$ cat src/rtl/alu_flags_datapath.sv
// Accumulator datapath: A/B registers, add/sub ALU, flags, and output register.
// Control word is decoded combinationally; all state updates on the falling edge of clk.
module alu_flags_datapath #(
    parameter int WIDTH = 8
) (
    input  logic             clk,
    input  logic             rst,
    input  logic [15:0]      ctrl_data,
    input  logic [WIDTH-1:0] bus_in,
    output logic [WIDTH-1:0] bus_out,
    output logic             bus_oe,
    output logic             bus_conflict,
    output logic             ovf,
    output logic             zf,
    output logic [WIDTH-1:0] out_val,
    output logic             out_strobe,
    output logic [WIDTH-1:0] a_val,
    output logic [WIDTH-1:0] b_val
);

    logic             w_ai;
    logic             w_ao;
    logic             w_eo;
    logic             w_su;
    logic             w_bi;
    logic             w_oi;
    logic             w_fi;
    logic             w_unused_ctrl;

    logic [WIDTH-1:0] r_a;
    logic [WIDTH-1:0] r_b;
    logic [WIDTH-1:0] r_out;
    logic             r_ovf;
    logic             r_zf;
    logic             r_strobe;

    logic [WIDTH-1:0] w_b_op;
    logic [WIDTH:0]   w_sum;
    logic [WIDTH-1:0] w_result;
    logic             w_carry;
    logic             w_zero;

    assign w_ai = ctrl_data[9];
    assign w_ao = ctrl_data[8];
    assign w_eo = ctrl_data[7];
    assign w_su = ctrl_data[6];
    assign w_bi = ctrl_data[5];
    assign w_oi = ctrl_data[4];
    assign w_fi = ctrl_data[0];

    // Remaining bits belong to the control unit and memory side of the machine.
    assign w_unused_ctrl = &{ctrl_data[15:10], ctrl_data[3:1], 1'b0};

    // Subtraction as A + ~B + 1, so carry = 1 means no borrow.
    assign w_b_op   = w_su ? ~r_b : r_b;
    assign w_sum    = {1'b0, r_a} + {1'b0, w_b_op} + {{WIDTH{1'b0}}, w_su};
    assign w_result = w_sum[WIDTH-1:0];
    assign w_carry  = w_sum[WIDTH];
    assign w_zero   = (w_result == '0);

    always_comb begin
        bus_out = '0;
        if (w_eo) begin
            bus_out = w_result;
        end else if (w_ao) begin
            bus_out = r_a;
        end
    end

    assign bus_oe       = w_ao | w_eo;
    assign bus_conflict = w_ao & w_eo;

    always_ff @(negedge clk or posedge rst) begin
        if (rst) begin
            r_a      <= '0;
            r_b      <= '0;
            r_out    <= '0;
            r_ovf    <= 1'b0;
            r_zf     <= 1'b0;
            r_strobe <= 1'b0;
        end else begin
            if (w_ai) begin
                r_a <= bus_in;
            end
            if (w_bi) begin
                r_b <= bus_in;
            end
            if (w_oi) begin
                r_out <= bus_in;
            end
            if (w_fi) begin
                r_ovf <= w_carry;
                r_zf  <= w_zero;
            end
            r_strobe <= w_oi;
        end
    end

    assign ovf        = r_ovf;
    assign zf         = r_zf;
    assign out_val    = r_out;
    assign out_strobe = r_strobe;
    assign a_val      = r_a;
    assign b_val      = r_b;

endmodule
$ cat config.mk
export PLATFORM = sky130hd
export DESIGN_NAME = alu_flags_datapath
export DESIGN_NICKNAME = d
export VERILOG_FILES = /design/src/rtl/alu_flags_datapath.sv
export SDC_FILE = /design/constraint.sdc
export NUM_CORES = 1
export LEC_CHECK = 0
export ABC_CLOCK_PERIOD_IN_PS = 7700
export CAP_MARGIN = 20
export CORE_UTILIZATION = 25
export CTS_CLUSTER_DIAMETER = 100
export DETAILED_ROUTE_END_ITERATION = 7
export GPL_TIMING_DRIVEN = 0
export HOLD_SLACK_MARGIN = 0.05
export MAX_ROUTING_LAYER = met4
export PLACE_DENSITY = 0.56
export SKIP_CTS_REPAIR_TIMING = 1
export SLEW_MARGIN = 20
export SYNTH_ARGS = -nofsm -noshare
export SYNTH_HDL_FRONTEND = slang
export SYNTH_SLANG_ARGS = --single-unit
$ cat constraint.sdc
create_clock -name clk -period 7.7 [get_ports clk]
set_input_delay 1.54 -clock clk [delete_from_list [all_inputs] [get_ports clk]]
set_output_delay 1.54 -clock clk [all_outputs]
set_load 0.05 [all_outputs]
Yosys cells after proc, flatten, opt, wreduce, memory -nomap -nowiden

Cells that the tools add are included.

Bits in registers: 27
Bits of input ports: 26
Output and inout bits: 37
Logic and storage cells: 15

$add $sub $neg: 2
Multiplexer cells: 3
Bitwise gates (word level): 3
Reduce and logical (&&, ||, !) cells: 1

Operator list:

| cell                 | number |
|---|---|
| two-way mux 8 bit    | 3 |
| adder 8 x 8 -> 9 bit | 1 |
| adder 9 x 1 -> 9 bit | 1 |
| zero test 8 bit      | 1 |
| NOT 8 bit            | 1 |
| AND 1 bit            | 1 |
| OR 1 bit             | 1 |

Logic depth before layout (Yosys ltp)

Depth in word-level cells: 5
Depth in mapped cells: 9
Gate-level depth less buffers: 8

==> flow_summary.toml <==
[status]
outcome = "complete, but fails checks"
violations = "setup timing"

[setup_path]
crit_family = "flip-flops"
crit_path_start_kind = "flop"
path_buf_inv = 1
critPathKind = "flop to primary output"
cp_slowest_cell = "dfrtn_1"
critPathCaptureType = "primary output"
critPathMaxStageDelay_ns = 0.58
cp_max_fo = 6
worstPathArrival_ns = 6.23
cp.required_ns = 6.16
path_cells = "mux2i_4 -> fa_2 -> and3b_1 -> o21a_2 -> nor4_2 -> a311oi_2 -> o21ai_2 -> buf_6"

[synthesis]
async_reset_ff_share_pct = 100
yosysWarnings = 0
synth_top_area_share_pct = 43.6
mappedNetlistNets = 178
synth.area.top_cells = "dfrtn_1 (44%), mux2_2 (17%), ha_1 (7.3%), xor2_1 (6.2%), o21ai_0 (4.2%)"
netlist_top_cells_count = "dfrtn_1 (27), mux2_2 (23), nand2_1 (13), o21ai_0 (13), xor2_1 (11)"
synth_ff_type = "dfrtn_1"
synth-edff-count = 0
synthesis.instances = 142
syn_area_mm2 = 0.00155
yosys.area.top_type = "dfrtn_1"
ys_seq_area_share_pct = 43.6
ys_seq_elements = 27
ys_types = 31
avgSynthCellArea_um2 = 10.9
yosysMostFrequentCell = "dfrtn_1"

[cells_and_area]
layout-drive-gt1-share_pct = 29.1
nNetsFinal = 240
final_cell_count_no_fill = 278
syn2layout_area_growth_pct = 49.0
fillers = 625
diodes = 0

[timing]
fin_ws_ns = -0.0660
timing.slew.headroom_pct = 61.7
rsz0062_at_grt = "yes"
slew_violations = 0
tns_ns = -0.0979
setup_viol = 2
worstMarginPinSlew_ns = 0.574
finalHoldViolCount = 0
skew_ns = 0.00182

[pwr]
switchingPower_mw = 0.233
switching_share_pct = 43.0
p_leak_nw = 0.988
internal_power_mw = 0.310
comb_power_share_pct = 53.7
pwr-share-seq_pct = 31.8
ir_drop_uv = 78.4
pwr-share-clk_pct = 14.5
power_density_mw_per_mm2 = 235

[drt]
vias = 1251
antenna_left = 0
drt-pass1-iter-count = 4
totalWireLength_mm = 3.82
wire_per_inst_um = 13.7
drc = 0
dr.first_iter.drc_count = 82
via_per_inst = 4.50

[global_routing]
first_global_vias = 1236
antenna_found_initial = 0
grt_pass1_wl_mm = 5.95
grt-ovfl-total = 0
grt_max_degree = 28
grt.total_usage_pct = 12.3

[placement]
placed_cells_incl_taps = 266
portBuffers = 49
hpwl_mm = 2.93
place.gp.congestion = 0.814

[clock_network]
clockBufferDepth = 2
clkLatencyLatePin_ns = 0.28
cts_tree = "yes"
cts_buffers = 3
cts.sinks = 27
cts_root_buffer = "clkbuf_8"
htreeDepth = 1
clk_pin_slew_worst_paths_ns = 0.06

[hold_path]
hold_class = "flop to flop"

[floorplanning]
num_rows = 28
initial_core_util_pct = 26.0
io_pins = 63
die-area_mm2 = 0.00652
die_x_um = 80.7
core_area_mm2 = 0.00596
die_y_um = 80.7

[flow_run]
max_cap_violations = 0
[cell families (layout without fill, tap and decap cells)]
| logic type | Yosys count | after routing | share of synthesized area, % |
|---|---|---|---|
| buffers and inverters | 13 | 74 | 3.63 |
| AOI/OAI and AO/OA | 26 | 26 | 10.6 |
| muxes | 24 | 24 | 17.6 |
| adders and majority gates | 10 | 10 | 8.56 |
| and+or+nand+nor | 30 | 30 | 9.28 |
| xor gates and xnor gates | 12 | 12 | 6.78 |
| DFF | 27 | 27 | 43.6 |
[layout make-up]
class | instances | area [um2] | share of cell area [%]
repair buffers | 57 | 544 | 23.6
plain buffers | 6 | 30.0 | 1.30
flip-flops and latches | 27 | 676 | 29.3
well taps | 75 | 93.8 | 4.06
clock buffers | 4 | 45.0 | 1.95
inverters | 7 | 26.3 | 1.14
multi-input cells | 102 | 895 | 38.7
[worst paths after layout]
| path | slack, ns | endpoint | start | cells past startpoint |
|---|---|---|---|---|
| setup / recovery | -0.07 | bus_out[6] | a_val[0] | 8 |
| hold / removal | 0.45 | zf | zf | 1 |
| setup reg to reg | 5.41 | zf | b_val[0] | 8 |
| hold reg to reg | 0.45 | zf | zf | 1 |
| max in group asynchronous | 1.92 | zf | rst | 2 |
| min in group asynchronous | 5.37 | out_strobe | rst | 2 |
[through the flow]
step / utilization [%] / setup slack (ns) / cell area [um2] / hold WS, ns / power [mW]
floorplan: - / -0.160 / 1560 / 0.783 / 0.356
global placement: 36.0 / -0.553 / 2150 / 0.451 / 0.437
detailed placement: 36.0 / -0.571 / 2150 / 0.456 / 0.438
CTS: 36.8 / -0.872 / 2190 / 0.461 / 0.519
global route: 38.8 / -0.200 / 2310 / 0.474 / 0.576
finish: 38.8 / -0.0660 / 2310 / 0.453 / 0.543
[placed cells by master (no fill, tap or decap), types with 3 or more instances in the layout]
| cell type | n |
|---|---|
| clkbuf_8 | 3 |
| mux2_2 | 23 |
| buf_4 | 9 |
| ha_1 | 9 |
| clkbuf_1 | 6 |
| xor2_1 | 9 |
| dfrtn_1 | 27 |
| o21ai_2 | 3 |
| nand3_1 | 3 |
| nand2_1 | 13 |
| clkdlybuf4s50_1 | 42 |
| o21ai_0 | 9 |
| inv_1 | 6 |
| buf_6 | 4 |
| nor2_1 | 3 |
[per-layer routing]
| layer | wire [um] | vias up | global-route usage, % |
|---|---|---|---|
| li1 | - | 616 | - |
| met1 | 1670 | 597 | 15.2 |
| met3 | 218 | 5 | 1.91 |
| met4 | 56 | 0 | 4.82 |
| met5 | 0 | - | - |
| met2 | 1870 | 33 | 20.0 |
[flip-flops by register name, indices dropped and copies added (netlist names)]
signal	flops
a_val	8
b_val	8
out_val	8
out_strobe	1
ovf	1
zf	1
[power by group through the flow]
stage | Combinational [mW] | Clock (mW) | Sequential (mW)
finish | 0.292 | 0.0788 | 0.172
global route | 0.312 | 0.0893 | 0.175
CTS | 0.263 | 0.0825 | 0.173
detailed placement | 0.262 | 0 | 0.175
global placement | 0.261 | 0 | 0.175
floorplan | 0.133 | 0 | 0.223
(Power assumes the default switching activity.)
